### src/rtl/cmult_seq_8.sv
// Complex-multiply sequencer: takes (a+jb)*(c+jd), issues four magnitude products to a shared
// unsigned pipelined multiplier, re-applies signs on return and produces re=ac-bd, im=ad+bc.
module cmult_seq_8 #(
    parameter int unsigned DW    = 8,
    parameter int unsigned OUT_W = 2*DW+1
) (
    input  logic                    clk,
    input  logic                    rst,
    input  logic                    in_valid,
    output logic                    in_ready,
    input  logic [DW-1:0]           x_re,
    input  logic [DW-1:0]           x_im,
    input  logic [DW-1:0]           w_re,
    input  logic [DW-1:0]           w_im,
    output logic                    mul_en,
    output logic [DW-1:0]           mul_a,
    output logic [DW-1:0]           mul_b,
    input  logic [2*DW-1:0]         mul_result,
    input  logic                    mul_rdy,
    output logic                    out_valid,
    input  logic                    out_ready,
    output logic signed [OUT_W-1:0] y_re,
    output logic signed [OUT_W-1:0] y_im
);

    typedef enum logic [1:0] {IDLE, ISSUE, WAIT, DONE} state_t;

    state_t                  state, state_d;
    logic [DW-1:0]           a_r, b_r, c_r, d_r, a_d, b_d, c_d, d_d;
    logic [1:0]              issue_cnt, issue_cnt_d, collect_cnt, collect_cnt_d;
    logic [3:0]              sign_q, sign_d;
    logic signed [OUT_W-1:0] re_acc, re_acc_d, im_acc, im_acc_d, y_re_d, y_im_d;
    logic                    mul_en_d, in_ready_d, out_valid_d;
    logic [DW-1:0]           mul_a_d, mul_b_d;
    logic [DW-1:0]           sa, sb, sc, sd, op_a, op_b;
    logic [OUT_W-1:0]        ext;
    logic signed [OUT_W-1:0] prod;

    // |v| as unsigned; -128 maps to 128 without saturation
    function automatic logic [DW-1:0] mag(input logic [DW-1:0] v);
        return v[DW-1] ? DW'(-v) : v;
    endfunction

    // Next-state and datapath decode
    always_comb begin
        state_d       = state;
        a_d           = a_r;
        b_d           = b_r;
        c_d           = c_r;
        d_d           = d_r;
        issue_cnt_d   = issue_cnt;
        collect_cnt_d = collect_cnt;
        sign_d        = sign_q;
        re_acc_d      = re_acc;
        im_acc_d      = im_acc;
        y_re_d        = y_re;
        y_im_d        = y_im;
        mul_en_d      = 1'b0;
        mul_a_d       = '0;
        mul_b_d       = '0;
        sa            = a_r;
        sb            = b_r;
        sc            = c_r;
        sd            = d_r;

        // First pair issues straight from the inputs on the accept cycle
        if (state == IDLE) begin
            sa = x_re;
            sb = x_im;
            sc = w_re;
            sd = w_im;
        end
        // Pair order (a,c),(b,d),(a,d),(b,c)
        op_a = issue_cnt[0] ? sb : sa;
        op_b = (issue_cnt[0] ^ issue_cnt[1]) ? sd : sc;

        ext  = OUT_W'(mul_result);
        prod = sign_q[collect_cnt] ? $signed(-ext) : $signed(ext);

        if (state == IDLE && in_valid) begin
            a_d     = x_re;
            b_d     = x_im;
            c_d     = w_re;
            d_d     = w_im;
            state_d = ISSUE;
        end

        if ((state == IDLE && in_valid) || state == ISSUE) begin
            mul_en_d          = 1'b1;
            mul_a_d           = mag(op_a);
            mul_b_d           = mag(op_b);
            sign_d[issue_cnt] = op_a[DW-1] ^ op_b[DW-1];
            issue_cnt_d       = 2'(issue_cnt + 2'd1);
            if (state == ISSUE && issue_cnt == 2'd3)
                state_d = WAIT;
        end

        // Collection counts returned products, so it may overlap issue
        if ((state == ISSUE || state == WAIT) && mul_rdy) begin
            collect_cnt_d = 2'(collect_cnt + 2'd1);
            case (collect_cnt)
                2'd0: re_acc_d = prod;
                2'd1: re_acc_d = re_acc - prod;
                2'd2: im_acc_d = prod;
                default: begin
                    y_re_d  = re_acc;
                    y_im_d  = im_acc + prod;
                    state_d = DONE;
                end
            endcase
        end

        if (state == DONE && out_ready)
            state_d = IDLE;

        in_ready_d  = (state_d == IDLE);
        out_valid_d = (state_d == DONE);
    end

    // State and output registers
    always_ff @(posedge clk or posedge rst) begin
        if (rst) begin
            state       <= IDLE;
            a_r         <= '0;
            b_r         <= '0;
            c_r         <= '0;
            d_r         <= '0;
            issue_cnt   <= '0;
            collect_cnt <= '0;
            sign_q      <= '0;
            re_acc      <= '0;
            im_acc      <= '0;
            y_re        <= '0;
            y_im        <= '0;
            mul_en      <= 1'b0;
            mul_a       <= '0;
            mul_b       <= '0;
            in_ready    <= 1'b1;
            out_valid   <= 1'b0;
        end else begin
            state       <= state_d;
            a_r         <= a_d;
            b_r         <= b_d;
            c_r         <= c_d;
            d_r         <= d_d;
            issue_cnt   <= issue_cnt_d;
            collect_cnt <= collect_cnt_d;
            sign_q      <= sign_d;
            re_acc      <= re_acc_d;
            im_acc      <= im_acc_d;
            y_re        <= y_re_d;
            y_im        <= y_im_d;
            mul_en      <= mul_en_d;
            mul_a       <= mul_a_d;
            mul_b       <= mul_b_d;
            in_ready    <= in_ready_d;
            out_valid   <= out_valid_d;
        end
    end

endmodule

### config.mk
export PLATFORM = sky130hd
export DESIGN_NAME = cmult_seq_8
export DESIGN_NICKNAME = d
export VERILOG_FILES = /design/src/rtl/cmult_seq_8.sv
export SDC_FILE = /design/constraint.sdc
export NUM_CORES = 1
export LEC_CHECK = 0
export CORE_ASPECT_RATIO = 1.5
export CORE_UTILIZATION = 30
export DETAILED_ROUTE_END_ITERATION = 12
export GPL_TIMING_DRIVEN = 0
export MAX_ROUTING_LAYER = met4
export PLACE_DENSITY = 0.61
export SLEW_MARGIN = 20
export SYNTH_ARGS = -nofsm -noshare
export SYNTH_HDL_FRONTEND = slang
export SYNTH_SLANG_ARGS = --single-unit
### constraint.sdc
create_clock -name clk -period 4.4 [get_ports clk]
set_input_delay 1.1 -clock clk [delete_from_list [all_inputs] [get_ports clk]]
set_output_delay 1.1 -clock clk [all_outputs]
set_load 0.02 [all_outputs]
==> impl_metrics.env <==
export IMPL_drt_iter0_drc=243
export IMPL_startpoint_type="input port"
export IMPL_final_hold_violation_count=0
export IMPL_synth_seq_area_share_pct=43.6
export IMPL_fin_crit_ns=4.31
export IMPL_cts_buffer_depth=2
export IMPL_die_width_um=130
export IMPL_rsz0062_at_grt="yes"
export IMPL_grt_util_all_layers_pct=17.4
export IMPL_r2r_end="y_im[16]"
export IMPL_crit_path_end_kind="flip-flop"
export IMPL_syn_area_mm2=0.00740
export IMPL_worstSkewPairLatency_ns=0.42
export IMPL_grt_pass1_vias=6265
export IMPL_post_route_period_util_pct=98.0
export IMPL_overflow=0
export IMPL_ys_warn_count=0
export IMPL_cp_arrival_ns=4.61
export IMPL_crit_required_ns=4.70
export IMPL_hp_class="reg2reg"
export IMPL_finalSetupViolCount=0
export IMPL_dp_slack_ns=-1.33
export IMPL_placeableCoreArea_mm2=0.0243
export IMPL_io_buffer_count=105
export IMPL_cp_max_fo=10
export IMPL_hold_buffers=0
export IMPL_routed_wl_mm=20.1
export IMPL_synthArstFlopShare_pct=100
export IMPL_h_tree_depth=4
export IMPL_ios=106
export IMPL_fin_hold_ws_ns=0.472
export IMPL_vias_per_cell=4.81
export IMPL_num_antenna_cells=0
export IMPL_status="complete, no violations"
export IMPL_synth_main_ff_cell="dfrtp_1"
export IMPL_critical_path_class="in2reg"
export IMPL_mostFrequentLayoutCells="nand2_1, dfrtp_1, clkdlybuf4s50_1"
export IMPL_area_delta_synth_final_pct=37.5
export IMPL_dieArea_mm2=0.0253
export IMPL_synthesis_instances=760
export IMPL_synth_seq_cells=129
export IMPL_maxCapViolCount=0
export IMPL_avgSynthCellArea_um2=9.73
export IMPL_vias=6076
export IMPL_cp_endpoint="y_im[16]"
export IMPL_max_slew_worst_pin_slew_ns=0.854
export IMPL_hpwl_mm=14.7
export IMPL_gp_congestion=0.913
export IMPL_fin_ws_ns=0.0887
export IMPL_reg2reg_slack_ns=0.14
export IMPL_cts_root_buf="clkbuf_16"
export IMPL_slew_headroom_pct=43.0
export IMPL_fmax_ghz=0.232
export IMPL_clkTransAtPathRegs_ns=0.06
export IMPL_dpl_cell_area_mm2=0.00894
export IMPL_fin_util_pct=41.9
export IMPL_numCtsBuffers=17
export IMPL_rows=70
export IMPL_cts_tree="built"
export IMPL_die_h_um=194
export IMPL_synth_edf_count=0
export IMPL_synth_nets=852
export IMPL_antenna_left=0
export IMPL_r2r_start="collect_cnt[0]"
export IMPL_drc=0
export IMPL_skew_ns=0.00413
export IMPL_firstDrtPassIters=4
export IMPL_r2r_cells=18
export IMPL_design_area_mm2=0.0102
export IMPL_wl_per_cell_um=15.9
export IMPL_grt_pass1_wl_mm=32.4
export IMPL_ys_types=61
export IMPL_drive_gt1_share_pct=19.9
export IMPL_antenna_found_initial=0
export IMPL_nets=1018
export IMPL_grt_max_degree=33
export IMPL_initial_utilization_pct=30.5
export IMPL_finalMaxSlewViolations=0
export IMPL_critPathLaunch="mul_result[8]"
export IMPL_clock_sinks=129
==> logic make-up after synthesis <==
logic type / share of synthesized area, %
buffers and inverters: 3.81
muxes: 10.9
DFF: 43.6
adders and majority gates: 7.81
AOI/OAI and AO/OA: 14.4
and+or+nand+nor: 13.5
xor gates and xnor gates: 5.89
==> worst min path at each step <==
stage,to,slack [ns],cells after the start,from
floorplan,re_acc[0],0.45,2,re_acc[0]
global placement,y_im[0],0.46,2,y_im[0]
detailed placement,y_re[13],0.46,2,y_re[13]
CTS,y_re[13],0.48,2,y_re[13]
global route,y_im[3],0.50,2,y_im[3]
finish,y_re[4],0.47,2,y_re[4]
==> repair_timing <==
action	CTS	global route
gates cloned	0	0
setup endpoints to repair	15	11
setup buffers	29	11
gates resized for setup	45	28
pin swaps	22	31
==> flip-flops by register name, indices dropped and copies added, names as in the netlist, 2 cells and up <==
| name | cells |
|---|---|
| im_acc | 17 |
| re_acc | 17 |
| y_im | 17 |
| y_re | 17 |
| a_r | 8 |
| b_r | 8 |
| c_r | 8 |
| d_r | 8 |
| mul_a | 8 |
| mul_b | 8 |
| sign_q | 4 |
| collect_cnt | 2 |
| issue_cnt | 2 |
| state | 2 |
==> synthesized netlist by cell type, types with 3 or more instances <==
cell / number / area [µm²]
mux2_2: 33 / 372
clkbuf_1: 30 / 113
nand2_1: 128 / 480
inv_1: 42 / 158
and3_1: 3 / 18.8
dfrtp_1: 128 / 3200
xnor2_1: 20 / 175
o21ai_0: 71 / 355
nor2b_1: 5 / 31.3
mux2i_1: 4 / 40.0
maj3_1: 3 / 30.0
nor2_1: 44 / 165
xor2_1: 26 / 228
nand2b_1: 5 / 31.3
o22a_1: 5 / 43.8
ha_1: 37 / 463
o21ai_1: 8 / 40.0
maj3_2: 4 / 45.0
or4_1: 3 / 22.5
a21oi_1: 36 / 180
o21bai_1: 8 / 60.1
a211oi_1: 4 / 30.0
nor4_1: 5 / 31.3
nand3_1: 17 / 85.1
a21o_1: 9 / 67.6
o31ai_1: 7 / 52.6
nor3_1: 5 / 25.0
or3_1: 5 / 31.3
a31oi_1: 7 / 43.8
and2_1: 4 / 25.0
mux4_2: 17 / 383
==> worst max-delay path, cell delays in order <==
cell and delay [ns]:
clkdlybuf4s50_1 0.49, or4_4 0.59, o31ai_1 0.29, xor2_1 0.29, clkbuf_2 0.28, inv_1 0.13, ha_1 0.25, a2111o_1 0.41
a31o_4 0.26, a31oi_4 0.16, o21bai_1 0.11, mux2i_1 0.15, nand3_1 0.08
==> through the flow <==
stage | std cells | TNS (ns)
final | 1263 | 0
after global routing | 1263 | -0.0728
after CTS | 1254 | 0
after detailed placement | 1193 | -14.92
after global placement | 1189 | -14.12
after floorplan | 760 | -0.0769
==> area by class of cell <==
class / instances / area (µm²)
fillers: 2354 / 14100
multi-input cells: 556 / 4140
flip-flops and latches: 129 / 3230
repair buffers: 149 / 1440
clock buffers: 19 / 443
well taps: 324 / 405
clock inverters: 13 / 233
inverters: 43 / 168
plain buffers: 30 / 114
==> metal layers <==
| metal | share of wire, % | track usage [%] | up-vias |
|---|---|---|---|
| li1 | - | - | 2977 |
| met1 | 39 | 18.4 | 2916 |
| met2 | 54 | 30.0 | 146 |
| met3 | 3.5 | 3.52 | 37 |
| met4 | 3.5 | 9.09 | 0 |
| met5 | 0 | - | - |
Power is left out: the tool's default activity adds up to more than one toggle a clock period on the data nets, which glitch-free logic cannot reach.
